`config.mk`:
```
export PLATFORM = sky130hd
export DESIGN_NAME = mc_main_control
export DESIGN_NICKNAME = d
export VERILOG_FILES = /design/src/rtl/mc_main_control.sv
export SDC_FILE = /design/constraint.sdc
export NUM_CORES = 1
export LEC_CHECK = 0
export CAP_MARGIN = 0
export CELL_PAD_IN_SITES_DETAIL_PLACEMENT = 0
export CELL_PAD_IN_SITES_GLOBAL_PLACEMENT = 1
export CORE_MARGIN = 4
export CORE_UTILIZATION = 26
export DETAILED_ROUTE_END_ITERATION = 7
export GPL_TIMING_DRIVEN = 0
export PLACE_DENSITY_LB_ADDON = 0.1
export SYNTH_ARGS = -nofsm -noshare
export SYNTH_HDL_FRONTEND = slang
export SYNTH_SLANG_ARGS = --single-unit
```
`constraint.sdc`:
```
create_clock -name CLK -period 4.6 [get_ports CLK]
set_input_delay 1.38 -clock CLK [delete_from_list [all_inputs] [get_ports CLK]]
set_output_delay 1.38 -clock CLK [all_outputs]
set_load 0.01 [all_outputs]
```
`src/rtl/mc_main_control.sv`:
```
// rtl/mc_main_control.sv - multi-cycle MIPS main control FSM (fetch/decode/execute/mem/writeback)
module mc_main_control #(
    parameter logic [5:0] OP_RTYPE = 6'h00,
    parameter logic [5:0] OP_LW    = 6'h23,
    parameter logic [5:0] OP_SW    = 6'h2B,
    parameter logic [5:0] OP_BEQ   = 6'h04,
    parameter logic [5:0] OP_ADDI  = 6'h08,
    parameter logic [5:0] OP_J     = 6'h02
) (
    input  logic       CLK,
    input  logic       RST,
    input  logic [5:0] Opcode,
    input  logic       Zero,
    output logic       IorD,
    output logic       MemWrite,
    output logic       IRWrite,
    output logic       RegDst,
    output logic       MemtoReg,
    output logic       RegWrite,
    output logic       ALUSrcA,
    output logic [1:0] ALUSrcB,
    output logic [1:0] ALUOp,
    output logic [1:0] PCSrc,
    output logic       PCEn,
    output logic       Illegal_Op,
    output logic [3:0] State
);

    typedef enum logic [3:0] {
        S_FETCH    = 4'd0,
        S_DECODE   = 4'd1,
        S_MEMADR   = 4'd2,
        S_MEMREAD  = 4'd3,
        S_MEMWB    = 4'd4,
        S_MEMWRITE = 4'd5,
        S_EXECUTE  = 4'd6,
        S_ALUWB    = 4'd7,
        S_BRANCH   = 4'd8,
        S_ADDIEX   = 4'd9,
        S_ADDIWB   = 4'd10,
        S_JUMP     = 4'd11
    } state_t;

    state_t state;
    logic   pc_write;
    logic   branch;
    logic   legal_op;

    assign legal_op = (Opcode == OP_LW) || (Opcode == OP_SW) || (Opcode == OP_RTYPE) ||
                      (Opcode == OP_BEQ) || (Opcode == OP_ADDI) || (Opcode == OP_J);

    always_ff @(posedge CLK or posedge RST) begin
        if (RST) begin
            state <= S_FETCH;
        end else begin
            case (state)
                S_FETCH:    state <= S_DECODE;
                S_DECODE: begin
                    if ((Opcode == OP_LW) || (Opcode == OP_SW)) state <= S_MEMADR;
                    else if (Opcode == OP_RTYPE)                state <= S_EXECUTE;
                    else if (Opcode == OP_BEQ)                  state <= S_BRANCH;
                    else if (Opcode == OP_ADDI)                 state <= S_ADDIEX;
                    else if (Opcode == OP_J)                    state <= S_JUMP;
                    else                                        state <= S_FETCH;
                end
                S_MEMADR:   state <= (Opcode == OP_LW) ? S_MEMREAD : S_MEMWRITE;
                S_MEMREAD:  state <= S_MEMWB;
                S_EXECUTE:  state <= S_ALUWB;
                S_ADDIEX:   state <= S_ADDIWB;
                default:    state <= S_FETCH;
            endcase
        end
    end

    // Outputs decode the state directly and are held at zero while reset is high,
    // so an asynchronous reset kills any write strobe within the same cycle.
    always_comb begin
        IorD       = 1'b0;
        MemWrite   = 1'b0;
        IRWrite    = 1'b0;
        RegDst     = 1'b0;
        MemtoReg   = 1'b0;
        RegWrite   = 1'b0;
        ALUSrcA    = 1'b0;
        ALUSrcB    = 2'b00;
        ALUOp      = 2'b00;
        PCSrc      = 2'b00;
        Illegal_Op = 1'b0;
        pc_write   = 1'b0;
        branch     = 1'b0;
        if (!RST) begin
            case (state)
                S_FETCH: begin
                    ALUSrcB  = 2'b01;
                    IRWrite  = 1'b1;
                    pc_write = 1'b1;
                end
                S_DECODE: begin
                    ALUSrcB    = 2'b11;
                    Illegal_Op = ~legal_op;
                end
                S_MEMADR, S_ADDIEX: begin
                    ALUSrcA = 1'b1;
                    ALUSrcB = 2'b10;
                end
                S_MEMREAD:  IorD = 1'b1;
                S_MEMWB: begin
                    MemtoReg = 1'b1;
                    RegWrite = 1'b1;
                end
                S_MEMWRITE: begin
                    IorD     = 1'b1;
                    MemWrite = 1'b1;
                end
                S_EXECUTE: begin
                    ALUSrcA = 1'b1;
                    ALUOp   = 2'b10;
                end
                S_ALUWB: begin
                    RegDst   = 1'b1;
                    RegWrite = 1'b1;
                end
                S_BRANCH: begin
                    ALUSrcA = 1'b1;
                    ALUOp   = 2'b01;
                    PCSrc   = 2'b01;
                    branch  = 1'b1;
                end
                S_ADDIWB:   RegWrite = 1'b1;
                S_JUMP: begin
                    PCSrc    = 2'b10;
                    pc_write = 1'b1;
                end
                default: ;
            endcase
        end
    end

    assign PCEn  = pc_write | (branch & Zero);
    assign State = state;

endmodule

```
Word level (Yosys, flattened, before mapping):

Cells that the tools add are included.

* eq/ne operators: 16
* reductions and logical operators: 12
* mux-type cells: 33
* bitwise operators: 3

Operators with widths (number)
* $pmux 4 s6: 1
* $mux 1: 20
* $mux 4: 5
* $eq 4x3->1 const B: 4
* $eq 4x4->1 const B: 4
* $eq 6x6->1 const B: 2
* $eq 4x2->1 const B: 2
* $pmux 2 s2: 2
* $eq 6x2->1 const B: 1
* $eq 6x3->1 const B: 1
* $eq 6x4->1 const B: 1
* $logic_not 6->1: 1
* $mux 2: 3
* $pmux 2 s3: 1
* $reduce_or 2->1: 3
* $logic_or 1x1->1: 5
* $eq 4x1->1 const B: 1
* $logic_not 4->1: 1
* $reduce_or 4->1: 1
* $mux 3: 1
* $reduce_or 3->1: 1
* $and 1x1->1: 1
* $not 1->1: 1
* $or 1x1->1: 1

* word-level logic and storage cells: 65
* bits in registers: 4
* input bits: 9

Depth between registers and ports, before layout:

* depth in word-level cells: 9
* mapped depth: 4

Worst setup path after synthesis:

OpenSTA, ideal clock, no wires.

* path kind: input port to output port
* start point: input port RST
* end point: output port Illegal_Op
* required time: 3220 ps
* slack: 1038 ps
* data arrival time: 2182 ps
* buffers on the path: 1
* cell stages on the path: 4
* cells stage by stage: clkbuf_1 -> or3_1 -> nor2_1 -> and3_1

* word-level cells in the longest chain between the ends: 1

Ends and longest elaborated chain
* from (decl): line 11 `input logic RST,`
* $mux 1: line 91 `if (!RST) begin`
* to (decl): line 25 `output logic Illegal_Op,`

No other way between the ends.

Worst setup path after layout:

* start point: input port Opcode[5]
* end point: output port Illegal_Op

* word-level cells in the longest chain between the ends: 9

Ends and longest elaborated chain
* from (decl): line 12 `input logic [5:0] Opcode,`
* $eq 6x6->1: line 49 `assign legal_op = (Opcode == OP_LW) || (Opcode == OP_SW) || (Opcode == OP_RTYPE) ||`
* $logic_or 1x1->1 (3 in a row): line 49
* $logic_or 1x1->1: line 50 `(Opcode == OP_BEQ) || (Opcode == OP_ADDI) || (Opcode == OP_J);`
* $logic_or 1x1->1 *: line 50
* $not 1->1 *: line 100 `Illegal_Op = ~legal_op;`
* $mux 1 *: line 92 `case (state)`
* $mux 1 *: line 91

Every way passes the cells marked *; elsewhere a longest branch is shown, timed or not.

==> flow_summary.ini <==
[yosys]
synthMuxAreaShare = 0
synth_top_family_by_area = simple AND/OR/NAND/NOR gates
synth_edf_count = 0
synth_top_area_frac = 0.2010
synth.net_count = 77
synth_compound_gate_area_share = 0.2437
synthAdderAreaFrac = 0
ys_warn_count = 0
syn_avg_cell_area_sq_um = 7.323
synthFlopType = dfrtp_1
yosys-top-cells-area = dfrtp_1 20%, nor3_1 6.0%, nor2_1 6.0%
synthCells = 68
syn_area_sq_um = 498.0
synth-async-reset-ratio = 1.000
synth_xor_area_frac = 0.05276
yosysTopAreaCell = dfrtp_1
yosysSeqAreaShare = 0.2010
synth-simple-area-share = 0.4171
ys_types = 29
synth-seq-cells = 4

[critical_path]
crit_path_end_kind = output port
worst-setup-path-type = in -> out
critPathMaxFanout = 4
slowest_stage = clkdlybuf4s50_1
path_common_cell = clkdlybuf4s50_1
ff2ff_path_depth = 4
required_ns = 3.22
startpoint_type = input pin
arrival_ns = 3.07
slowest_delay_ns = 0.47
regToRegSetupSlack_ns = 3.31
path_cells = clkdlybuf4s50_1, nor3_1, o211ai_1, and3_1, clkdlybuf4s50_1

[detailed_routing]
ant_nets = 0
via_per_inst = 5.074
first_pass_iters = 4
route.detailed.drc = 0
drt-total-wl_mm = 1.586
vias = 614
first_iter_violations = 10
wl_per_cell_um = 13.11

[final_layout]
layout-drive-gt1-share = 0.1354
layout_commonest_cell = clkdlybuf4s50_1
mostFrequentLayoutCells = 25 x clkdlybuf4s50_1, 8 x nor2_1, 6 x nor3_1
diodes = 0
final_cells = 121
nNetsFinal = 107
largest_register_ffs = 4
syn2layout_area_growth_pct = 61.06

[place]
port-buffer-count = 25
placed_cells = 118
dp_hpwl_mm = 1.218
gp_congestion = 0.7556

[clocking]
hold_buffers = 0
cts_root_buffer = clkbuf_4
cts_num_sinks = 4
cts_tree = yes
cts_inserted_buffers = 3
cts_resized = 0
clock_latency_ns = 0.24
clockBufferDepth = 2
clkTransAtPathRegs_ns = 0.04
cts_setup_buffers = 0
htreeDepth = 1

[sta]
tightest_slew_ns = 0.3672
setup-violations-final = 0
slew_headroom = 0.7533
fin_skew_ns = 0.004619
period_share = 0.9681
drv_slew = 0
finalHoldViolCount = 0
fmax_ghz = 0.2245
rsz0062_at_grt = false
min_period_ns = 4.453
tns_ns = 0

[power_and_ir_drop]
power_density_mw_per_mm2 = 352.4
seqPwrFrac = 0.191
power_switching_uw = 118.9
vdd_drop_max_uv = 146.3
pwr-share-clk = 0.159
pwr-share-comb = 0.650
sw_frac_of_total = 0.4208
p_leak_nw = 0.2942
cellInternalPower_uw = 163.7

[die]
pin_count = 28
fp.dieH_um = 51.77
die-area_sq_mm = 0.002680
fp.dieW_um = 51.77
coreArea_sq_mm = 0.001764
row_count = 15
start_util = 0.2823

[global_route]
grt_remaining_overflow = 0
antenna_found_initial = 0
track_usage = 0.1273
grt_max_degree = 11
grt_pass1_wl_mm = 2.622
grt_pass1_vias = 606

[run_status]
status = finished, final reports clean

[min_path]
hold_path.class = reg -> reg
holdPathStages = 1

[run]
cap_violations = 0
power groups by stage:
stage / registers, mW / logic [mW] / clock network [mW]
after detailed placement: 0.0544 / 0.185 / 0
after global routing: 0.0556 / 0.201 / 0.0461
final: 0.0540 / 0.184 / 0.0449
after global placement: 0.0536 / 0.186 / 0
after CTS: 0.0541 / 0.186 / 0.0455
after floorplan: 0.0554 / 0.104 / 0
stage by stage:
stage	instance area [sq um]	hold WS, ns	util	setup slack, ns	power [mW]
final	802.0	0.6371	0.4546	0.1465	0.2826
after floorplan	498.0	0.5882	-	1.038	0.1595
after global placement	779.5	0.6086	0.4418	0.1671	0.2393
after CTS	802.0	0.6252	0.4546	0.1410	0.2851
after global routing	802.0	0.6672	0.4546	0.06500	0.3032
after detailed placement	779.5	0.6183	0.4418	0.1484	0.2395
layout make-up:
cell class | instances | area (sq um)
multi-input combinational | 55 | 355.3
fill | 196 | 962.2
timing repair buffer | 25 | 250.2
tap | 25 | 31.28
buffer | 6 | 31.28
clock buffer | 3 | 22.52
inverter | 3 | 11.26
sequential | 4 | 100.1
routing by layer:
| metal | part of all wire | track usage | up-vias | wire (um) |
|---|---|---|---|---|
| met5 | 0 | 0 | - | 0 |
| met4 | 0.011 | 0.06550 | 0 | 18 |
| met3 | 0.046 | 0.008596 | 2 | 73 |
| met2 | 0.52 | 0.2182 | 18 | 818 |
| met1 | 0.43 | 0.1585 | 283 | 676 |
| li1 | - | - | 311 | - |
path summary, 6_finish.rpt:
path	startpoint	to
hold reg to reg	State[3]$_DFF_PP0_	State[2]$_DFF_PP0_
setup reg to reg	State[0]$_DFF_PP0_	State[2]$_DFF_PP0_
setup / recovery	Opcode[5]	Illegal_Op
min in group asynchronous	RST	State[0]$_DFF_PP0_
max in group asynchronous	RST	State[2]$_DFF_PP0_
hold / removal	State[3]$_DFF_PP0_	State[2]$_DFF_PP0_
kinds of logic after synthesis:
family,after synthesis
AO/OA/AOI/OAI,16
flip-flops,4
buffers and inverters,9
XOR/XNOR,3
AND/OR/NAND/NOR,36
critical path: cells and delay by family:
family | cells | cell delay (ns)
buffers and inverters | 2 | 0.93
AOI/OAI and AO/OA | 1 | 0.21
and+or+nand+nor | 2 | 0.56
cell usage after synthesis (3+ instances only):
cell,count
a21oi_1,4
and3_1,3
buf_2,4
dfrtp_1,4
nand2b_1,3
nand3_1,4
nor2_1,8
nor3_1,6
nor4_1,3
o21ai_0,4
xor2_1,3
No activity file was read; power rests on OpenSTA's default activity.
